$ cat src/rtl/cand_pkg.sv
// Shared definitions for the candidate bank controller: sizes, field positions, FSM states.
package cand_pkg;

  localparam int CAND_WORD_WIDTH = 16;
  localparam int CAND_ENTRIES    = 8;
  localparam int CNT_W           = 4;
  localparam int IDX_W           = 3;
  localparam int ADDR_W          = 16;

  localparam int ID_MSB  = 15;
  localparam int ID_LSB  = 8;
  localparam int FIT_MSB = 7;
  localparam int FIT_LSB = 0;

  typedef enum logic [2:0] {
    IDLE,
    LOOKUP,
    WRITE,
    SCAN,
    DONE
  } state_t;

  // Each entry occupies two bytes, so entry i lives at byte address 2*i.
  function automatic logic [ADDR_W-1:0] byte_addr(input logic [IDX_W-1:0] i);
    return ADDR_W'({i, 1'b0});
  endfunction

endpackage

$ cat src/rtl/cand_best_tracker.sv
// Running-maximum tracker over fitness bytes; the first sample loads, later ones replace only on strictly greater.
module cand_best_tracker
  import cand_pkg::*;
#(
  parameter int WORD_WIDTH = CAND_WORD_WIDTH
) (
  input  logic                  clk,
  input  logic                  rst,
  input  logic                  clear,
  input  logic                  sample_en,
  input  logic                  first,
  input  logic                  commit,
  input  logic [WORD_WIDTH-1:0] sample_data,
  input  logic [IDX_W-1:0]      sample_idx,
  output logic                  best_valid,
  output logic [WORD_WIDTH-1:0] best_data,
  output logic [IDX_W-1:0]      best_idx
);

  logic better;

  assign better = first || (sample_data[FIT_MSB:FIT_LSB] > best_data[FIT_MSB:FIT_LSB]);

  always_ff @(posedge clk) begin
    if (rst || clear) begin
      best_valid <= 1'b0;
      best_data  <= '0;
      best_idx   <= '0;
    end else begin
      if (sample_en && better) begin
        best_data <= sample_data;
        best_idx  <= sample_idx;
      end
      if (commit) begin
        best_valid <= 1'b1;
      end
    end
  end

endmodule

$ cat src/rtl/cand_bank_ctrl.sv
// Candidate list controller over an external 16-byte bank: insert, best-fitness scan, clear.
// Define CAND_DEDUP_EN to look up node ids before inserting and overwrite a matching entry.
module cand_bank_ctrl
  import cand_pkg::*;
#(
  parameter int WORD_WIDTH = CAND_WORD_WIDTH,
  parameter int ENTRIES    = CAND_ENTRIES
) (
  input  logic                  clk,
  input  logic                  rst,
  input  logic                  clr,
  input  logic                  ins_valid,
  output logic                  ins_ready,
  input  logic [WORD_WIDTH-1:0] ins_data,
  input  logic                  scan_start,
  output logic                  scan_busy,
  output logic                  scan_done,
  output logic                  best_valid,
  output logic [WORD_WIDTH-1:0] best_data,
  output logic [IDX_W-1:0]      best_idx,
  output logic [CNT_W-1:0]      cand_count,
  output logic                  full,
  output logic                  empty,
  output logic                  mem_wr_en,
  output logic [ADDR_W-1:0]     mem_index,
  output logic [WORD_WIDTH-1:0] mem_data_in,
  input  logic [WORD_WIDTH-1:0] mem_data_out
);

`ifdef CAND_DEDUP_EN
  localparam bit DEDUP = 1'b1;
`else
  localparam bit DEDUP = 1'b0;
`endif

  state_t                state, state_n;
  logic [IDX_W-1:0]      idx;
  logic [IDX_W-1:0]      slot;
  logic                  append;
  logic [WORD_WIDTH-1:0] word;
  logic                  accept_ins;
  logic                  accept_scan;
  logic                  last;
  logic                  id_match;

  assign full        = (cand_count == CNT_W'(ENTRIES));
  assign empty       = (cand_count == '0);
  assign last        = ((CNT_W'(idx) + CNT_W'(1)) == cand_count);
  assign ins_ready   = !rst && (state == IDLE) && !full && !clr && !scan_start;
  assign accept_ins  = ins_valid && ins_ready;
  assign accept_scan = !rst && !clr && (state == IDLE) && scan_start;
  assign id_match    = DEDUP && (state == LOOKUP) && !empty &&
                       (mem_data_out[ID_MSB:ID_LSB] == word[ID_MSB:ID_LSB]);

  always_comb begin
    state_n = state;
    case (state)
      IDLE: begin
        if (accept_scan) begin
          state_n = empty ? DONE : SCAN;
        end else if (accept_ins) begin
          state_n = DEDUP ? LOOKUP : WRITE;
        end
      end
      LOOKUP:  if (id_match || last || empty) state_n = WRITE;
      WRITE:   state_n = IDLE;
      SCAN:    if (last) state_n = DONE;
      DONE:    state_n = IDLE;
      default: state_n = IDLE;
    endcase
    if (clr) begin
      state_n = IDLE;
    end
  end

  always_ff @(posedge clk) begin
    if (rst) begin
      state      <= IDLE;
      cand_count <= '0;
      idx        <= '0;
      slot       <= '0;
      append     <= 1'b0;
    end else begin
      state <= state_n;
      if (clr) begin
        cand_count <= '0;
      end else if ((state == WRITE) && append && !full) begin
        cand_count <= cand_count + 1'b1;
      end
      if (accept_ins || accept_scan) begin
        idx <= '0;
      end else if ((state == LOOKUP) || (state == SCAN)) begin
        idx <= idx + 1'b1;
      end
      // Default target is the next free slot; the first id match redirects it.
      if (accept_ins) begin
        slot   <= cand_count[IDX_W-1:0];
        append <= 1'b1;
      end else if (id_match) begin
        slot   <= idx;
        append <= 1'b0;
      end
    end
  end

  always_ff @(posedge clk) begin
    if (accept_ins) begin
      word <= ins_data;
    end
  end

  always_comb begin
    scan_busy   = 1'b0;
    scan_done   = 1'b0;
    mem_wr_en   = 1'b0;
    mem_index   = '0;
    mem_data_in = '0;
    if (!rst) begin
      case (state)
        LOOKUP: begin
          scan_busy = 1'b1;
          mem_index = byte_addr(idx);
        end
        WRITE: begin
          mem_wr_en   = !clr;
          mem_index   = byte_addr(slot);
          mem_data_in = word;
        end
        SCAN: begin
          scan_busy = 1'b1;
          mem_index = byte_addr(idx);
        end
        DONE: begin
          scan_busy = 1'b1;
          scan_done = !clr;
        end
        default: ;
      endcase
    end
  end

  cand_best_tracker #(
    .WORD_WIDTH(WORD_WIDTH)
  ) u_best (
    .clk        (clk),
    .rst        (rst),
    .clear      (clr || accept_scan),
    .sample_en  (state == SCAN),
    .first      (idx == '0),
    .commit     ((state == SCAN) && last),
    .sample_data(mem_data_out),
    .sample_idx (idx),
    .best_valid (best_valid),
    .best_data  (best_data),
    .best_idx   (best_idx)
  );

endmodule
$ cat config.mk
export PLATFORM = sky130hd
export DESIGN_NAME = cand_bank_ctrl
export DESIGN_NICKNAME = d
export VERILOG_FILES = /design/src/rtl/cand_pkg.sv /design/src/rtl/cand_best_tracker.sv /design/src/rtl/cand_bank_ctrl.sv
export SDC_FILE = /design/constraint.sdc
export NUM_CORES = 1
export LEC_CHECK = 0
export CAP_MARGIN = 10
export CORE_MARGIN = 3
export CORE_UTILIZATION = 44
export CTS_CLUSTER_SIZE = 8
export DETAILED_ROUTE_END_ITERATION = 12
export PLACE_DENSITY_LB_ADDON = 0.2
export REMOVE_ABC_BUFFERS = 1
export SYNTH_ARGS = -nofsm -noshare
export SYNTH_HDL_FRONTEND = slang
export SYNTH_SLANG_ARGS = --single-unit
$ cat constraint.sdc
create_clock -name clk -period 3 [get_ports clk]
set_input_delay 0.3 -clock clk [delete_from_list [all_inputs] [get_ports clk]]
set_output_delay 0.3 -clock clk [all_outputs]
set_load 0.1 [all_outputs]
==> impl_metrics.csv <==
group,metric,value,unit
critical_path,end_kind,"output port",
yosys,yosysSeqAreaShare,44.85,%
timing,finalSetupTns,0,ps
floorplan,initial_utilization,46.16,%
clock_tree,clock_latency,290,ps
floorplan,ios,99,
clock_tree,clock_sinks,50,
critical_path,r2r-start,"u_best.best_data[3]",
global_route,grt_overflow,0,
power_and_ir_drop,power_frac_seq,51.3,%
yosys,synth_edf_count,16,
finish,final_cells,425,
timing,hold_viol,0,
route,ant_nets,0,
timing,rsz0062_at_grt,"no",
power_and_ir_drop,p_int,979.7,uW
finish,fillerInstances,465,
floorplan,die_h,82.71,um
clock_tree,hold_buffers,0,
clock_tree,clkTransAtPathRegs,90,ps
timing,fin_crit_sh,73.30,%
clock_tree,clk_path_buf_depth,2,
timing,fmax,454.7,MHz
finish,drive_gt1_share,16.71,%
global_route,antenna_found_initial,0,
critical_path,crit_start,"cand_count[0]",
power_and_ir_drop,switching_share,29.93,%
yosys,ys_types,42,
timing,skew,8.830,ps
global_route,grt_pass1_wl,8666,um
route,wl_per_cell,12.88,um
power_and_ir_drop,power.leakage,0.001377,uW
power_and_ir_drop,p_switching,418.5,uW
clock_tree,cts.htree.levels,2,
yosys,synth_warnings,0,
power_and_ir_drop,max-vdd-ir-drop,0.2154,mV
yosys,syn_avg_cell_area,9.588,um^2
finish,finish.utilization,65.08,%
timing,setup_viol_count_final,0,
route,wl,5475,um
timing,min_period,2199,ps
global_route,grt_pass1_vias,1874,
place,gp_congestion,0.8010,
finish,antenna_cells_inserted,0,
place,place_area,3570,um^2
min_path,min_from,"append",
yosys,synthFlopType,"dfxtp_1",
floorplan,die_area,6840,um^2
global_route,grt_max_degree,40,
clock_tree,cts_buffers,5,
clock_tree,cts_resized,0,
finish,fin_nets,402,
power_and_ir_drop,power.density,383.1,nW/um^2
min_path,hp-class,"flip-flop to flip-flop",
clock_tree,cts_root_buffer,"clkbuf_8",
critical_path,critPathArrivalTime,1900,ps
global_route,gr-usage-all-layers,16.45,%
finish,final_area,3650,um^2
route,via_per_inst,4.805,
timing,maxSlewHeadroom,35.29,%
yosys,ys_ff_latch,50,
yosys,async_flop_share,0,%
finish,area_growth_syn_to_layout,40.99,%
outcome,status,"completed",
clock_tree,cts_tree,"built",
floorplan,core-area,5608,um^2
place,numPortBuffers,85,
critical_path,cp_max_fo,6,
critical_path,start_kind,"flip-flop",
floorplan,die_w,82.71,um
yosys,syn_inst,270,
clock_tree,cts_setup_buffers,0,
route,vias,2042,
route,drc,0,
timing,maxSlewViolCount,0,
yosys,syn_area,2589,um^2
floorplan,num_rows,27,
power_and_ir_drop,p_comb_share,21.8,%
critical_path,required,2700,ps
power_and_ir_drop,p_clk_share,26.9,%
place,place_inst,418,
timing,worst_pin_slew,967.6,ps
route,dr.pass1.iters,4,
critical_path,critical_path_class,"flip-flop to output port",
place,place_hpwl,4151,um
job,maxCapViolCount,0,
route,drt_iter0_markers,54,
==> area by class of cell <==
cell class	count	area, um^2	area share, %
Tap cell	72	90.09	2.468
Multi-Input combinational cell	191	1249	34.21
Inverter	15	56.30	1.543
Clock buffer	7	80.08	2.194
Sequential cell	50	1161	31.81
Timing Repair Buffer	90	1013	27.77
==> power by group through the flow <==
stage | clock network, uW | logic (uW) | registers, uW
6_report | 376 | 305 | 718
5_1_grt | 415 | 323 | 719
4_1_cts | 394 | 306 | 717
3_5_place_dp | 0 | 305 | 733
3_3_place_gp | 0 | 302 | 733
2_1_floorplan | 0 | 198 | 736
==> synth_stat cells, drive strengths merged (2+ instances only) <==
cell type	n	area share, %
o21a	2	0.58
nor4	3	0.73
dfxtp	34	26
a22o	3	1.1
clkbuf	4	0.58
ha	12	5.8
and2	16	3.9
nand3	3	0.58
nor2b	4	1.1
and3	2	0.48
mux2i	21	8.1
inv	15	2.2
a2111oi	2	2.1
xnor2	3	1.0
nor3b	2	0.58
a21oi	11	2.1
edfxtp	16	19
nand2	53	7.7
nor2	18	2.7
nand4	4	0.97
xor2	6	2.0
buf	22	6.6
==> cells in the final DEF, fill, tap and decap left out, drive strengths merged, types with 2 or more instances in the layout <==
cell type and instances:
nor3b 2, inv 15, clkdlybuf4s50 45, a2111oi 2, nand3 3, a22o 3
a21oi 11, nor2 18, nand2 53, conb 13, xor2 6, edfxtp 16
xnor2 3, nor2b 4, dfxtp 34, mux2i 21, ha 12, o21a 2
and2 16, and3 2, clkbuf 7, nor4 3, buf 45, nand4 4
==> per-layer routing <==
layer	routed length [um]	vias to the layer above	global-route usage, %
met5	0	-	0
met2	2643	66	26.92
li1	-	1040	-
met4	77	0	4.902
met1	2425	930	21.22
met3	328	6	4.447
==> per-stage QoR <==
stage / setup slack, ps / hold WS (ps) / total power (uW)
final: 800.9 / 454.6 / 1398
after global routing: 664.2 / 485.3 / 1458
after CTS: 779.9 / 453.3 / 1417
after detailed placement: 642.4 / 441.1 / 1039
after global placement: 714.4 / 430.7 / 1035
after floorplan: -1310 / 369.1 / 933.2
==> cell families (layout without fill, tap and decap cells) <==
group                    Yosys count  after routing  synth area share, %
other                              1             13               0.1449
buffers and inverters             41            112                9.376
flip-flops                        50             50                44.85
AND/OR/NAND/NOR                  113            113                20.88
multiplexers                      21             21                8.120
XOR/XNOR                           9              9                3.045
adder cells (fa/ha/maj)           12             12                5.800
AO/OA/AOI/OAI                     23             23                7.781
==> critical path, stage by stage (launching register included) <==
cell,delay [ps]
dfxtp_1,390
inv_1,110
ha_1,160
nor3b_1,530
buf_4,410
==> sequential cells by signal, summed over array words and instances (netlist names) <==
signal / cells
state: 3
u_best.best_idx: 3
cand_count: 4
append: 1
word: 16
u_best.best_data: 16
slot: 3
u_best.best_valid: 1
idx: 3
==> final timing paths <==
check | end | slack, ps | cells after the start
min | append | 450 | 2
min reg2reg | append | 450 | 2
max | empty | 800 | 4
max reg2reg | u_best.best_data[8] | 1010 | 8
No activity file was read; power rests on OpenSTA's default activity.
==> RTL change: new RTL, same settings <==
Add a define of `CAND_DEDUP_EN`.
--- a/src/rtl/cand_bank_ctrl.sv
+++ b/src/rtl/cand_bank_ctrl.sv
@@ -2,2 +2,4 @@
 // Define CAND_DEDUP_EN to look up node ids before inserting and overwrite a matching entry.
+`define CAND_DEDUP_EN
+
 module cand_bank_ctrl
Formal check against the unedited RTL: not equivalent (a bounded check fails within 4 cycles, from zero or initial values and one cycle with rst high).
==> RTL change against the unedited design <==
  * Sequential cell count did not move
  * Setup slack worse by 0.26 ns
  * Non-clock buffer count fell by 3
  * Cell count fell by 2.6%
  * Combinational power shrank 31%
  * Critical path depth up 1
  * Total power down 8.3%
  * Routed wire length rose by 4.3%
  * Area after synthesis up 0.53%
  * Register-to-register slack worse by 0.34 ns
  * Clock power decreased by 4%
  * Final area rose by 1.1%
  * Critical path type is now in -> reg
  * Largest cell class unchanged
  * Largest power group unchanged
==> RTL change: results (changes against the unedited design) <==
Setup path
  – CP arrival: 2.42 ns (+0.52 ns)
  – Worst path max stage delay: 0.56 ns (+0.03 ns)
  – Reg2Reg Launch Point: cand_count[0]$_SDFFE_PP0P_
  – CP Max Fanout: 16 (+10)
  – CP top delay family: simple AND/OR/NAND/NOR gates
  – Crit path from: rst
  – Worst-path cell with the longest stage delay: clkdlybuf4s50_1

Detailed routing
  – Post-Route WL: 5710 microns (+4.3%)
  – DR top layer: met4
  – Met2 routed WL: 2910 microns (+10%)
  – Vias: 1982 (-2.9%)
  – Routed length on met3: 293 microns (-11%)
  – Met1 wire length: 2450 microns (+0.82%)
  – Initial drt markers: 45 (-17%)
  – Vias per inst: 4.79 (-0.36%)

Layout
  – Fin nets: 391 (-2.7%)
  – Multi-input gate count: 183 (-4.2%)
  – Multi-input combinational area share: 34.4% (+0.19 points)
  – Final Instance Area: 0.00369 sq mm (+1.1%)
  – # fillers: 473 (+1.7%)
  – Non-clk buf share: 28.1% (+0.30 points)
  – Layout cells sized above 1: 17.0% (+0.25 points)
  – Final clock-cell share: 2.10% (-0.092 points)
  – Signal buffers: 87 (-3.3%)
  – Top flop regs: u_best.best_data x16, word x16, cand_count x4

Floorplan
  – Die ar.: 0.00687 sq mm (+0.48%)

Power and ir drop
  – Leak pwr: 0.00157 uW (+14%)
  – P_clk: 362 uW (-4%)
  – Comb. pwr: 209 uW (-31%)
  – VDD IR max: 0.000298 V (+38%)
  – Switching Power: 344 uW (-18%)
  – Tot Pwr: 1280 uW (-8.3%)

STA
  – Relative slew margins: 35.4% (+0.091 points)
  – Layout Skew: 0.00611 ns (-0.00272 ns)

Yosys
  – Commonest cells in the netlist: 38 x nor2_1, 34 x dfxtp_1, 24 x mux2i_1, 16 x and2_1, 16 x edfxtp_1
  – Sequential element share of the synthesized area: 44.6% (-0.24 points)
  – Top FF cell, synth: dfxtp_1
  – Synth unique cells: 41 (-2.4%)
  – Syn avg cell area: 9.93 sq um (+3.6%)
  – Top cells by area, synth: dfxtp_1 26%, edfxtp_1 18%, mux2i_1 9.2%

Place
  – Post-DP Area: 0.00361 sq mm (+1.2%)
  – Pre-CTS setup slack: 0.251 ns (-0.392 ns)
  – GP Congestion: 0.797 (-0.54%)
  – Placed insts: 407 (-2.6%)
  – HPWL Detailed: 4490 microns (+8.2%)

GRT
  – First-pass GRT wire length: 9740 microns (+12%)
  – Met2 Track Usage GR: 30.0% (+3.1 points)
  – Largest net degree at the start of global routing: 21 (-48%)
  – Total track usage: 17.2% (+0.76 points)
  – GR Util met1: 20.8% (-0.40 points)
  – Met3 usage: 4.17% (-0.28 points)

Outcome
  – Status: finished, final reports clean

Clocking
  – Maximum buffer depth of the clock tree: 2 (unchanged)

Worst hold path
  – Worst hold start: append$_SDFFE_PP0P_
==> RTL change: cell count changes after synthesis, moves of 3 or more <==
| cell | delta |
|---|---|
| xor2_1 | +8 |
| nor4_4 | +3 |
| nor4_1 | -3 |
| nand2_1 | -43 |
| nor3_1 | +3 |
| mux2i_1 | +3 |
| a211oi_1 | +4 |
| nor2_1 | +21 |
==> RTL change: cell families after synthesis <==
| group | after synthesis | synth area share, % |
|---|---|---|
| xor gates and xnor gates | 18 | 6.06 |
| and+or+nand+nor | 90 | 19.1 |
| buffers and inverters | 41 | 8.56 |
| AOI/OAI and AO/OA | 26 | 6.49 |
| adders and majority gates | 12 | 5.77 |
| other | 1 | 0.144 |
| DFF | 50 | 44.6 |
| muxes | 24 | 9.23 |
==> RTL change: final timing paths <==
check	slack [ns]	end	depth (start not counted)
max reg2reg	0.67	word[3]$_DFFE_PN_	7
min reg2reg	0.48	append$_SDFFE_PP0P_	2
min	0.48	append$_SDFFE_PP0P_	2
max	0.54	word[3]$_DFFE_PN_	5
